File: src/rtl/busca_pc_if.sv
// Instruction-memory fetch port: request/address out, ready/data back.
// The fetch stage is the master; the memory model or bus bridge is the slave.
interface busca_pc_if;
   logic        imem_req;
   logic [31:0] imem_addr;
   logic        imem_ready;
   logic [31:0] imem_data;

   modport master (
      output imem_req,
      output imem_addr,
      input  imem_ready,
      input  imem_data
   );

   modport slave (
      input  imem_req,
      input  imem_addr,
      output imem_ready,
      output imem_data
   );
endinterface

File: src/rtl/busca_pc.sv
// MIPS instruction-fetch / program-counter stage: fetches one instruction per
// BUSCA/EXEC pair and picks the next PC (sequential, branch or jump).
module busca_pc #(
   parameter logic [31:0] PC_RESET = 32'h0000_0000
) (
   input  logic        clk,
   input  logic        reset_n,
   input  logic        resultado,
   input  logic        jump,
   input  logic [15:0] imediato,
   input  logic [25:0] jump_addr,
   input  logic        stall,
   busca_pc_if.master  imem,
   output logic [31:0] instrucao,
   output logic        instr_valid,
   output logic [31:0] pc,
   output logic [31:0] pc_mais4
);

   typedef enum logic [1:0] {INICIO, BUSCA, EXEC} state_t;

   state_t      state_q;
   logic [31:0] pc_q;
   logic [31:0] pc_d;
   logic [31:0] instr_q;
   logic        req_q;
   logic        valid_q;

   // Jump outranks a taken branch; all adds wrap modulo 2^32.
   function automatic logic [31:0] next_pc(input logic [31:0] seq,
                                           input logic        br,
                                           input logic        jmp,
                                           input logic [15:0] imm,
                                           input logic [25:0] jaddr);
      logic [31:0] off;
      off = {{14{imm[15]}}, imm, 2'b00};
      if (jmp)
         return {seq[31:28], jaddr, 2'b00};
      else if (br)
         return seq + off;
      else
         return seq;
   endfunction

   assign pc_mais4 = pc_q + 32'd4;
   assign pc_d     = next_pc(pc_mais4, resultado, jump, imediato, jump_addr);

   // req/valid are registered alongside the state so they never glitch.
   always_ff @(posedge clk or negedge reset_n) begin
      if (!reset_n) begin
         state_q <= INICIO;
         pc_q    <= PC_RESET;
         instr_q <= 32'h0000_0000;
         req_q   <= 1'b0;
         valid_q <= 1'b0;
      end else begin
         case (state_q)
            INICIO: begin
               state_q <= BUSCA;
               req_q   <= 1'b1;
            end
            BUSCA: begin
               if (imem.imem_ready) begin
                  instr_q <= imem.imem_data;
                  state_q <= EXEC;
                  req_q   <= 1'b0;
                  valid_q <= 1'b1;
               end
            end
            EXEC: begin
               if (!stall) begin
                  pc_q    <= pc_d;
                  state_q <= BUSCA;
                  req_q   <= 1'b1;
                  valid_q <= 1'b0;
               end
            end
            default: begin
               state_q <= INICIO;
               req_q   <= 1'b0;
               valid_q <= 1'b0;
            end
         endcase
      end
   end

   assign imem.imem_req  = req_q;
   assign imem.imem_addr = pc_q;
   assign instrucao      = instr_q;
   assign instr_valid    = valid_q;
   assign pc             = pc_q;

endmodule

File: src/flat_wrapper.sv
// flat-port wrapper written by rule: the top's interface ports become plain ports
module busca_pc_flat 
#(
   parameter logic [31:0] PC_RESET = 32'h0000_0000
)
  (clk, reset_n, resultado, jump, imediato, jump_addr, stall, instrucao, instr_valid, pc, pc_mais4, imem_imem_req, imem_imem_addr, imem_imem_ready, imem_imem_data);
  busca_pc_if imem_i ();
  input  logic clk;
  input  logic reset_n;
  input  logic resultado;
  input  logic jump;
  input  logic [15:0] imediato;
  input  logic [25:0] jump_addr;
  input  logic stall;
  output logic [31:0] instrucao;
  output logic instr_valid;
  output logic [31:0] pc;
  output logic [31:0] pc_mais4;
  output wire logic [$bits(imem_i.imem_req)-1:0] imem_imem_req;
  output wire logic [$bits(imem_i.imem_addr)-1:0] imem_imem_addr;
  input wire logic [$bits(imem_i.imem_ready)-1:0] imem_imem_ready;
  input wire logic [$bits(imem_i.imem_data)-1:0] imem_imem_data;
  assign imem_imem_req = imem_i.imem_req;
  assign imem_imem_addr = imem_i.imem_addr;
  assign imem_i.imem_ready = imem_imem_ready;
  assign imem_i.imem_data = imem_imem_data;
  busca_pc #(.PC_RESET(PC_RESET)) u_core (.clk(clk), .reset_n(reset_n), .resultado(resultado), .jump(jump), .imediato(imediato), .jump_addr(jump_addr), .stall(stall), .imem(imem_i), .instrucao(instrucao), .instr_valid(instr_valid), .pc(pc), .pc_mais4(pc_mais4));
endmodule
File: config.mk
export PLATFORM = sky130hd
export DESIGN_NAME = busca_pc_flat
export DESIGN_NICKNAME = d
export VERILOG_FILES = /design/src/rtl/busca_pc_if.sv /design/src/rtl/busca_pc.sv /design/src/flat_wrapper.sv
export SDC_FILE = /design/constraint.sdc
export NUM_CORES = 1
export LEC_CHECK = 0
export CAP_MARGIN = 20
export CORE_ASPECT_RATIO = 1.75
export CORE_MARGIN = 4
export CORE_UTILIZATION = 39
export DETAILED_ROUTE_END_ITERATION = 8
export PLACE_DENSITY = 0.75
export SLEW_MARGIN = 20
export SYNTH_ARGS = -nofsm -noshare
export SYNTH_HDL_FRONTEND = slang
export SYNTH_SLANG_ARGS = --single-unit
File: constraint.sdc
create_clock -name clk -period 4.5 [get_ports clk]
set_input_delay 0.9 -clock clk [delete_from_list [all_inputs] [get_ports clk]]
set_output_delay 0.9 -clock clk [all_outputs]
set_load 0.02 [all_outputs]
==> After elaboration in Yosys (flattened, before gate mapping) <==
Cells that the tools add are included.
W data, S select, Z words.
{ "totals": {"reg_bits": 68, "input_bits": 80, "out_inout_bits": 130, "word_cells": 29} }
{ "classes": {"addsub": 2, "n_eq_ne": 4, "n_mux": 11, "bitwise": 2, "n_reduce_logical": 5} }
{ "op_table": {"columns": ["cell", "n"], "rows": [
  ["$mux W32", 2],
  ["$add A32 B3 Y32 const B", 1],
  ["$add A32 B32 Y32", 1],
  ["$pmux W1 S3", 2],
  ["$pmux W2 S3", 1],
  ["$reduce_and A2 Y1", 3],
  ["$mux W1", 4],
  ["$mux W2", 2],
  ["$ne A2 B2 Y1 const B", 2],
  ["$reduce_and A3 Y1", 1],
  ["$eq A2 B1 Y1 const B", 1],
  ["$eq A2 B2 Y1 const B", 1],
  ["$logic_not A2 Y1", 1],
  ["$not A1 Y1", 2]
]} }

==> Logic depth before layout (Yosys ltp) <==
Gate-level depths: netlist of the first run.
{ "logic_depth": {"depth_word": 4, "depth_mapped": 17, "ltp_nobuf": 15} }

==> Least setup slack after synthesis of the first run <==
OpenSTA, ideal clock, no wires.
{ "synth_timing": {"path_type": "reg2reg", "start": "register u_core.pc_q[2], in the netlist u_core.imem.imem_addr[2]", "end": "register u_core.pc_q[29], in the netlist u_core.imem.imem_addr[29]", "setup_ps": 82, "t_arrival_ps": 3759, "required_ps": 4418, "slack_ps": 659, "path_stages_with_launch": 17, "path_buffers": 1, "cell_sequence": "dfrtp_1 > ha_1 > nand4_1 > nor3_2 > nand2_1 > xnor2_1 > ha_1 > clkbuf_1 > a21oi_1 > o21bai_1 > a21oi_1 > o21ai_0 > a21oi_1 > nor3_1 > o31ai_1 > mux2_2 > a31oi_1"} }
{ "synth_via": {"elab_chain_cells": 4} }
{ "synth_lines": {"columns": ["element", "line_no", "rtl"], "rows": [
  ["start, declared", "busca_pc.sv:23", "logic [31:0] pc_q;"],
  ["start signal, assigned", "busca_pc.sv:72", "pc_q <= pc_d;"],
  ["$add A32 B3 Y32", "busca_pc.sv:45", "assign pc_mais4 = pc_q + 32'd4;"],
  ["net pc_mais4[18]", "flat_wrapper.sv:18", "output logic [31:0] pc_mais4;"],
  ["$add A32 B32 Y32", "busca_pc.sv:40", "return seq + off;"],
  ["$mux W32", "busca_pc.sv:39", "else if (br)"],
  ["$mux W32", "busca_pc.sv:37", "if (jmp)"]
]} }
The timed path passes the listed nets, and every way through them passes these cells.
A chain may end at the register's enable or synchronous reset.

==> Final worst setup path of the first run <==
{ "layout_timing": {"start": "register u_core.pc_q[2], in the netlist u_core.imem.imem_addr[2]", "end": "output port pc_mais4[26]"} }
{ "layout_via": {"elab_chain_cells": 1} }
{ "layout_lines": {"columns": ["element", "line_no"], "rows": [
  ["$add A32 B3 Y32", "busca_pc.sv:45"],
  ["end, declared", "flat_wrapper.sv:18"]
]} }
No other way between the ends.

==> results of run 1 <==
[critical path, delay by kind of cell, from the launching register on]
kind | cells | cell delay [ns]
adder cells (fa/ha/maj) | 1 | 0.30
XOR/XNOR | 1 | 0.33
flip-flops | 1 | 0.49
buffers and inverters | 1 | 0.68
AND/OR/NAND/NOR | 4 | 1.21
[layout make-up]
cell class	instances	share of cell area
Tap cell	177	0.0283
Clock inverter	7	0.0102
Clock buffer	9	0.0288
Inverter	9	0.00432
Sequential cell	65	0.208
Multi-Input combinational cell	507	0.449
Timing Repair Buffer	216	0.272
[worst max-delay path by stage]
stage                                        start                        end  slack (ns)  cells past startpoint
after CTS                 u_core.imem.imem_addr[2]               pc_mais4[26]        0.29                      7
final                     u_core.imem.imem_addr[2]               pc_mais4[26]        0.26                      7
after detailed placement  u_core.imem.imem_addr[4]  u_core.imem.imem_addr[20]        0.44                     13
after global routing      u_core.imem.imem_addr[2]  u_core.imem.imem_addr[31]       0.005                     14
after global placement    u_core.imem.imem_addr[4]  u_core.imem.imem_addr[20]        0.50                     13
after floorplan           u_core.imem.imem_addr[2]  u_core.imem.imem_addr[29]        0.66                     16
[cell families after synthesis]
| group | Yosys count | synth area share |
|---|---|---|
| buffers and inverters | 78 | 0.0873 |
| AO/OA/AOI/OAI | 169 | 0.193 |
| AND/OR/NAND/NOR | 202 | 0.183 |
| flip-flops | 65 | 0.290 |
| XOR/XNOR | 52 | 0.0813 |
| adder cells (fa/ha/maj) | 37 | 0.0839 |
| multiplexers | 41 | 0.0808 |
| other | 1 | 0.000669 |
[sequential cells by signal, summed over array words and instances, names as in the netlist]
name and count:
u_core.instr_valid 1, u_core.instrucao 32, u_core.state_q 1, u_core.imem.imem_addr 30, u_core.imem.imem_req 1
[cell usage after synthesis (9+ instances only)]
cell type and number:
o21ai_0 34, dfrtp_1 65, buf_4 36, a31oi_1 9, a21o_1 15, nor2_1 49
xor2_1 18, mux2_2 34, a21oi_1 49, o22ai_1 10, ha_1 36, clkbuf_1 24
nand2_1 65, nand3_1 21, xnor2_1 34, nand4_1 12
[where the power goes]
group,internal (W),switching [W],leakage [nW]
clock,0.000435,0.000292,0.148
sequential,0.000867,0.000351,0.774
combinational,0.00186,0.00212,2.35
[metrics by stage]
step / setup slack (ns) / hold WS [ns] / std cells / cell area, µm²
3_3_place_gp: 0.500 / 0.486 / 974 / 7510
6_report: 0.263 / 0.502 / 990 / 7820
2_1_floorplan: 0.659 / 0.506 / 650 / 5620
3_5_place_dp: 0.438 / 0.493 / 974 / 7510
5_1_grt: 0.00529 / 0.521 / 990 / 7820
4_1_cts: 0.293 / 0.507 / 990 / 7820
[layer usage]
metal  track usage  vias to the layer above  share of wire
met5             0                        -              0
met4         0.117                        0          0.045
met3        0.0326                       54          0.051
met2         0.425                      229           0.54
met1         0.254                     2580           0.37
li1              -                     2604              -
==> results.sh, run 1 <==
export IMPL_holdCritStartpoint="u_core.instrucao[25]"
export IMPL_io_pins=210
export IMPL_grt_pass1_vias=5657
export IMPL_max_freq_ghz=0.236
export IMPL_nNetsFinal=925
export IMPL_setup_violations=0
export IMPL_cts_buffers=9
export IMPL_start_util=0.401
export IMPL_finalCriticalPeriod_ns=4.24
export IMPL_syn_avg_cell_area_um2=8.69
export IMPL_clock_root_buffer="clkbuf_16"
export IMPL_ys_types=73
export IMPL_min_path_cells=1
export IMPL_setup_tns_ns=0
export IMPL_core_um2=14000
export IMPL_insertion_delay_ns=0.33
export IMPL_yosys_warnings=0
export IMPL_cp_arrival_ns=3.34
export IMPL_slowest_stage="clkdlybuf4s50_1"
export IMPL_synth_largest_area_cell="dfrtp_1"
export IMPL_grt_ovfl_total=0
export IMPL_synth_seq_cells=65
export IMPL_rsz0062_at_grt="false"
export IMPL_netlist_area_um2=5600
export IMPL_drv_slew=0
export IMPL_ys_flop_type="dfrtp_1"
export IMPL_grt_max_degree=43
export IMPL_area_growth_syn_to_layout_pct=39.5
export IMPL_cts_resized=0
export IMPL_path_cells="ha_1, nand4_1, nor3_2, nand4_1, nor2_1, xor2_1, clkdlybuf4s50_1"
export IMPL_status="complete, no violations"
export IMPL_crit_path_frequent_cell="nand4_1"
export IMPL_crit_required_ns=3.60
export IMPL_multi_input_area_um2=3510
export IMPL_drt_wl_total_um=19400
export IMPL_drt_first_pass_iters=6
export IMPL_track_usage=0.232
export IMPL_place_congestion=0.966
export IMPL_whs_endpoint="u_core.instrucao[25]"
export IMPL_cts_clk_slew_worst_paths_ns=0.06
export IMPL_r2r_start="u_core.imem.imem_addr[2]"
export IMPL_cts_sinks=65
export IMPL_ant_nets=0
export IMPL_antenna_found_initial=0
export IMPL_synth_edf_count=0
export IMPL_startpoint_type="register"
export IMPL_post_cts_setup_buffers=0
export IMPL_core_rowCount=57
export IMPL_worst_r2r_path_depth=14
export IMPL_cp_max_fo=7
export IMPL_vias=5467
export IMPL_ctsHtreeMaxLevel=3
export IMPL_netlist_instances=645
export IMPL_cpPeakStageDelay_ns=0.68
export IMPL_tritoncts="built"
export IMPL_grt_pass1_wl_um=30000
export IMPL_reg2reg_slack_ns=0.41
export IMPL_synth_area_leaders="dfrtp_1 (29%), ha_1 (8.0%), mux2_2 (6.8%)"
export IMPL_dieHeight_um=167
export IMPL_reg2reg_to="u_core.imem.imem_addr[31]"
export IMPL_final_util=0.559
export IMPL_fillers=1319
export IMPL_layout_drive_gt1_share=0.109
export IMPL_worstSetupPathType="reg2out"
export IMPL_register_area_um2=1630
export IMPL_final_common_cell="clkdlybuf4s50_1"
export IMPL_total_power_w=0.00593
export IMPL_drc=0
export IMPL_endpoint_kind="output port"
export IMPL_seq_area_frac_synth=0.290
export IMPL_io_buffers=203
export IMPL_yosysTopAreaCellShare=0.290
export IMPL_diodes=0
export IMPL_final_cell_mix="clkdlybuf4s50_1 (202), nand2_1 (65), dfrtp_1 (65)"
export IMPL_drt_wirelength_per_cell_um=19.6
export IMPL_drv_cap=0
export IMPL_async_flop_share=1.00
export IMPL_dieArea_um2=16400
export IMPL_relSlewSlack=0.444
export IMPL_vdd_ir_drop_max_uv=436
export IMPL_drt_iter0_drc=232
export IMPL_powerDensity_nw_per_um2=758
export IMPL_avgViaCountPerCell=5.52
export IMPL_leakagePower_nw=3.27
export IMPL_cts_hold_buf=0
export IMPL_cts_buffer_depth=2
export IMPL_min_period_over_period=0.942
export IMPL_die_w_um=98.6
export IMPL_dp_hpwl_um=15000
export IMPL_finClkSkew_ns=0.00615
export IMPL_worst_hold_path_type="reg2reg"
export IMPL_hold_violations=0
export IMPL_worstMarginPinSlew_ns=0.832
(Power assumes the default switching activity.)
==> run 2, diff against run 1 <==
CAP_MARGIN = not set   (was 20)
CORE_UTILIZATION = 46   (was 39)
GPL_TIMING_DRIVEN = 0   (was not set)
PLACE_DENSITY = 0.86   (was 0.75)
==> results.sh, run 2 (synthesis gave the netlist of run 1 again) <==
export IMPL_core_rowCount=53
export IMPL_rsz0062_at_grt="false"
export IMPL_clock_root_buffer="clkbuf_16"
export IMPL_grt_pass1_wl_um=30600
export IMPL_reg2reg_slack_ns=0.24
export IMPL_final_common_cell="clkdlybuf4s50_1"
export IMPL_insertion_delay_ns=0.34
export IMPL_die_w_um=91.4
export IMPL_area_growth_syn_to_layout_pct=47.0
export IMPL_layout_drive_gt1_share=0.142
export IMPL_grt_ovfl_total=0
export IMPL_post_cts_setup_buffers=0
export IMPL_worstSetupPathType="reg2out"
export IMPL_finClkSkew_ns=0.00736
export IMPL_crit_required_ns=3.60
export IMPL_avgViaCountPerCell=5.75
export IMPL_drt_wirelength_per_cell_um=18.8
export IMPL_fin_ws_ns=0.215
export IMPL_vias=5951
export IMPL_io_buffers=202
export IMPL_leakagePower_nw=3.53
export IMPL_dieHeight_um=154
export IMPL_cts_buffers=9
export IMPL_final_cell_mix="clkdlybuf4s50_1 (200), nand2_1 (65), dfrtp_1 (65)"
export IMPL_tritoncts="built"
export IMPL_drt_iter0_drc=318
export IMPL_setup_violations=0
export IMPL_relSlewSlack=0.236
export IMPL_setup_tns_ns=0
export IMPL_drt_wl_total_um=19500
export IMPL_ant_nets=0
export IMPL_grt_max_degree=55
export IMPL_status="complete, no violations"
export IMPL_fillers=959
export IMPL_finalCriticalPeriod_ns=4.29
export IMPL_powerDensity_nw_per_um2=753
export IMPL_cts_clk_slew_worst_paths_ns=0.06
export IMPL_dieArea_um2=14100
export IMPL_nNetsFinal=981
export IMPL_core_um2=12000
export IMPL_antenna_found_initial=1
export IMPL_max_freq_ghz=0.233
export IMPL_worst_hold_path_type="in2async"
export IMPL_pre_cts_ws_ns=-0.157
export IMPL_endpoint_kind="output port"
export IMPL_grt_pass1_vias=6025
export IMPL_drv_cap=0
export IMPL_drc=0
export IMPL_cp_max_fo=7
export IMPL_cts_buffer_depth=2
export IMPL_io_pins=210
export IMPL_ctsHtreeMaxLevel=3
export IMPL_drv_slew=0
export IMPL_drt_first_pass_iters=5
export IMPL_start_util=0.467
export IMPL_largest_reg_flops=32
export IMPL_vdd_ir_drop_max_uv=437
export IMPL_cp_arrival_ns=3.39
export IMPL_track_usage=0.273
export IMPL_hold_violations=0
export IMPL_cts_sinks=65
export IMPL_worstMarginPinSlew_ns=1.14
export IMPL_startpoint_type="register"
export IMPL_dp_hpwl_um=14900
export IMPL_place_congestion=0.901
export IMPL_min_period_over_period=0.952
run 2: metrics by stage:
stage	instances	power (W)	instance area (µm²)	hold WS (ns)	utilization
floorplan	650	0.00369	5620	0.506	-
global placement	1017	0.00530	7850	0.486	0.654
detailed placement	1018	0.00537	7880	0.493	0.656
CTS	1034	0.00617	8210	0.409	0.684
global route	1035	0.00660	8240	0.406	0.686
finish	1035	0.00620	8240	0.412	0.686
run 2: report_power, final:
group	leakage, nW	total (W)	internal, W	switching, W
clock network	0.163	0.000779	0.000502	0.000277
logic	2.59	0.00420	0.00200	0.00220
registers	0.774	0.00122	0.000868	0.000356
total	3.53	0.00620	0.00337	0.00283
run 2: path summary, 6_finish.rpt:
| kind | startpoint | to | cells past startpoint |
|---|---|---|---|
| min reg2reg | u_core.instrucao[28] | u_core.instrucao[28] | 1 |
| min | reset_n | u_core.instrucao[8] | 1 |
| max in group asynchronous | reset_n | u_core.imem.imem_addr[10] | 2 |
| max reg2reg | u_core.imem.imem_addr[2] | u_core.imem.imem_addr[31] | 15 |
| max | u_core.imem.imem_addr[2] | pc_mais4[30] | 7 |
| min in group clk | u_core.instrucao[28] | u_core.instrucao[28] | 1 |
run 2: area by class of cell:
| cell class | instances | area (µm²) | share of cell area |
|---|---|---|---|
| Clock buffer | 10 | 239 | 0.0290 |
| Sequential cell | 65 | 1630 | 0.197 |
| Antenna cell | 1 | 2.50 | 0.000304 |
| Tap cell | 165 | 206 | 0.0251 |
| Timing Repair Buffer | 203 | 2050 | 0.249 |
| Clock inverter | 6 | 91.3 | 0.0111 |
| Multi-Input combinational cell | 507 | 3530 | 0.429 |
| Buffer | 69 | 455 | 0.0553 |
| Inverter | 9 | 33.8 | 0.00410 |
run 2: layer usage:
metal | vias up | wire (µm) | track usage
li1 | 2738 | - | -
met1 | 2806 | 6960 | 0.300
met5 | - | 0 | 0
met4 | 0 | 1120 | 0.178
met2 | 331 | 10100 | 0.478
met3 | 76 | 1330 | 0.0450
run 2: critical path, stage by stage (launching register included):
cell and delay (ns):
dfrtp_1 0.47, ha_1 0.31, nand4_1 0.22, nor3_4 0.35, nand4_1 0.39, nor2_1 0.32
xor2_1 0.32, clkdlybuf4s50_1 0.68
run 2: what timing repair did:
action,CTS,global route
endpoints found under the setup margin,0,4
hold buffers,0,0
resized for setup,0,6
endpoints found under the hold margin,0,0
==> run 3, diff against run 2 <==
ABC_CLOCK_PERIOD_IN_PS = 4500   (was not set)
GPL_TIMING_DRIVEN = not set   (was 0)
==> results.sh, run 3 (synthesis gave the netlist of run 1 again) <==
export IMPL_status="complete, no violations"
export IMPL_cts_buffer_depth=2
export IMPL_swShare=0.461
export IMPL_final_util=0.653
export IMPL_dieArea_um2=14100
export IMPL_grt_pass1_vias=5746
export IMPL_core_rowCount=53
export IMPL_drt_wl_total_um=19000
export IMPL_endpoint_kind="register"
export IMPL_dieHeight_um=154
export IMPL_worstMarginPinSlew_ns=0.988
export IMPL_insertion_delay_ns=0.32
export IMPL_min_period_over_period=0.913
export IMPL_vias=5639
export IMPL_drt_iter0_drc=301
export IMPL_avgViaCountPerCell=5.77
export IMPL_drv_slew=0
export IMPL_drt_wirelength_per_cell_um=19.4
export IMPL_relSlewSlack=0.341
export IMPL_cts_sinks=65
export IMPL_dp_hpwl_um=14500
export IMPL_drc=0
export IMPL_cp_max_fo=8
export IMPL_cts_buffers=9
export IMPL_powerDensity_nw_per_um2=764
export IMPL_largest_reg_flops=32
export IMPL_post_cts_setup_buffers=0
export IMPL_io_buffers=203
export IMPL_setup_tns_ns=0
export IMPL_cts_resized=0
export IMPL_track_usage=0.264
export IMPL_startpoint_type="register"
export IMPL_cts_clk_slew_worst_paths_ns=0.06
export IMPL_die_w_um=91.4
export IMPL_reg2reg_slack_ns=0.39
export IMPL_area_growth_syn_to_layout_pct=39.9
export IMPL_nNetsFinal=925
export IMPL_worstSetupPathType="reg2reg"
export IMPL_setup_violations=0
export IMPL_io_pins=210
export IMPL_finClkSkew_ns=0.00479
export IMPL_grt_ovfl_total=0
export IMPL_drt_first_pass_iters=5
export IMPL_path_delay_family="compound AO/OA/AOI/OAI gates"
export IMPL_hold_violations=0
export IMPL_final_cell_mix="clkdlybuf4s50_1 (202), nand2_1 (65), dfrtp_1 (65)"
export IMPL_crit_required_ns=4.75
export IMPL_slowest_stage="dfrtp_1"
export IMPL_place_congestion=0.926
export IMPL_power_internal_w=0.00323
export IMPL_p_comb_frac=0.667
export IMPL_diodes=0
export IMPL_clock_root_buffer="clkbuf_16"
export IMPL_p_seq_frac=0.203
export IMPL_power_frac_clock=0.131
export IMPL_whs_endpoint="u_core.instrucao[15]"
export IMPL_fin_ws_ns=0.393
export IMPL_leakagePower_nw=3.30
export IMPL_cts_hold_buf=0
export IMPL_core_um2=12000
export IMPL_grt_pass1_wl_um=29600
export IMPL_vdd_ir_drop_max_uv=460
export IMPL_holdCritStartpoint="u_core.instrucao[15]"
export IMPL_max_freq_ghz=0.244
export IMPL_crit_buf_inv=0
export IMPL_min_path_cells=1
export IMPL_antenna_found_initial=0
export IMPL_worst_hold_path_type="reg2reg"
export IMPL_path_cells="ha_1, nand4_1, nor3_4, nand2_1, xnor2_1, ha_1, a21oi_1, o21bai_1, a21oi_1, o21ai_0, a21oi_2, nor3_1, o31ai_1, mux2_2, a31oi_1"
export IMPL_worst_r2r_path_depth=15
export IMPL_ant_nets=0
export IMPL_fillers=982
export IMPL_power_switching_w=0.00276
export IMPL_cp_arrival_ns=4.35
export IMPL_rsz0062_at_grt="false"
export IMPL_drv_cap=0
export IMPL_r2r_start="u_core.imem.imem_addr[2]"
export IMPL_layout_drive_gt1_share=0.111
export IMPL_reg2reg_to="u_core.imem.imem_addr[29]"
export IMPL_start_util=0.467
export IMPL_finalCriticalPeriod_ns=4.11
export IMPL_pre_cts_ws_ns=0.306
export IMPL_tritoncts="built"
export IMPL_cpPeakStageDelay_ns=0.45
export IMPL_final_common_cell="clkdlybuf4s50_1"
export IMPL_ctsHtreeMaxLevel=3
export IMPL_grt_max_degree=48
run 3: cell types whose count changed in the layout (fill, tap and decap cells not counted), sizes merged:
cell / before / now
clkbuf: 39 / 10
buf: 41 / 14
clkdlybuf4s50: 200 / 202
diode: 1 / 0
dlygate4sd1: 1 / 0
dlymetal6s2s: 1 / 0
run 3: worst max path at each step:
stage	startpoint	to	cells after the start
4_1_cts	u_core.imem.imem_addr[2]	u_core.imem.imem_addr[29]	15
3_3_place_gp	u_core.imem.imem_addr[2]	u_core.imem.imem_addr[29]	15
5_1_grt	u_core.imem.imem_addr[2]	u_core.imem.imem_addr[29]	15
3_5_place_dp	u_core.imem.imem_addr[2]	u_core.imem.imem_addr[29]	15
6_report	u_core.imem.imem_addr[2]	u_core.imem.imem_addr[29]	15
2_1_floorplan	u_core.imem.imem_addr[2]	u_core.imem.imem_addr[29]	16
run 3: worst reg2reg max path: stages, from the launching register on:
cell and delay (ns):
dfrtp_1 0.45, ha_1 0.29, nand4_1 0.23, nor3_4 0.34, nand2_1 0.16, xnor2_1 0.36, ha_1 0.42, a21oi_1 0.30
o21bai_1 0.10, a21oi_1 0.16, o21ai_0 0.12, a21oi_2 0.21, nor3_1 0.10, o31ai_1 0.26, mux2_2 0.37, a31oi_1 0.16
run 3: power groups by stage:
stage	Combinational [W]	Sequential [W]	Clock, W
2_1_floorplan	0.00220	0.00148	0
3_3_place_gp	0.00392	0.00119	0
3_5_place_dp	0.00395	0.00122	0
4_1_cts	0.00398	0.00121	0.000796
5_1_grt	0.00427	0.00126	0.000822
6_report	0.00399	0.00121	0.000782
run 3: area by class of cell:
| type | instances | area (µm²) | share of cell area |
|---|---|---|---|
| inverter | 9 | 33.8 | 0.00431 |
| timing repair buffer | 216 | 2120 | 0.271 |
| clock inverter | 6 | 91.3 | 0.0117 |
| clock buffer | 10 | 239 | 0.0305 |
| sequential | 65 | 1630 | 0.208 |
| multi-input combinational | 507 | 3520 | 0.449 |
| tap | 165 | 206 | 0.0263 |
run 3: metrics by stage:
step	power, W	hold WS, ns	instance area [µm²]	cells
after floorplan	0.00369	0.506	5620	650
after global routing	0.00635	0.515	7840	978
after detailed placement	0.00516	0.493	7500	962
after global placement	0.00511	0.486	7500	962
after CTS	0.00598	0.506	7830	978
final	0.00599	0.502	7840	978
run 3: layer usage:
| layer | global-route usage | up-vias | routed length (µm) | part of all wire |
|---|---|---|---|---|
| met4 | 0.128 | 0 | 777 | 0.041 |
| met5 | 0 | - | 0 | 0 |
| met2 | 0.491 | 274 | 10300 | 0.54 |
| li1 | - | 2621 | - | - |
| met3 | 0.0382 | 54 | 1120 | 0.059 |
| met1 | 0.287 | 2690 | 6790 | 0.36 |
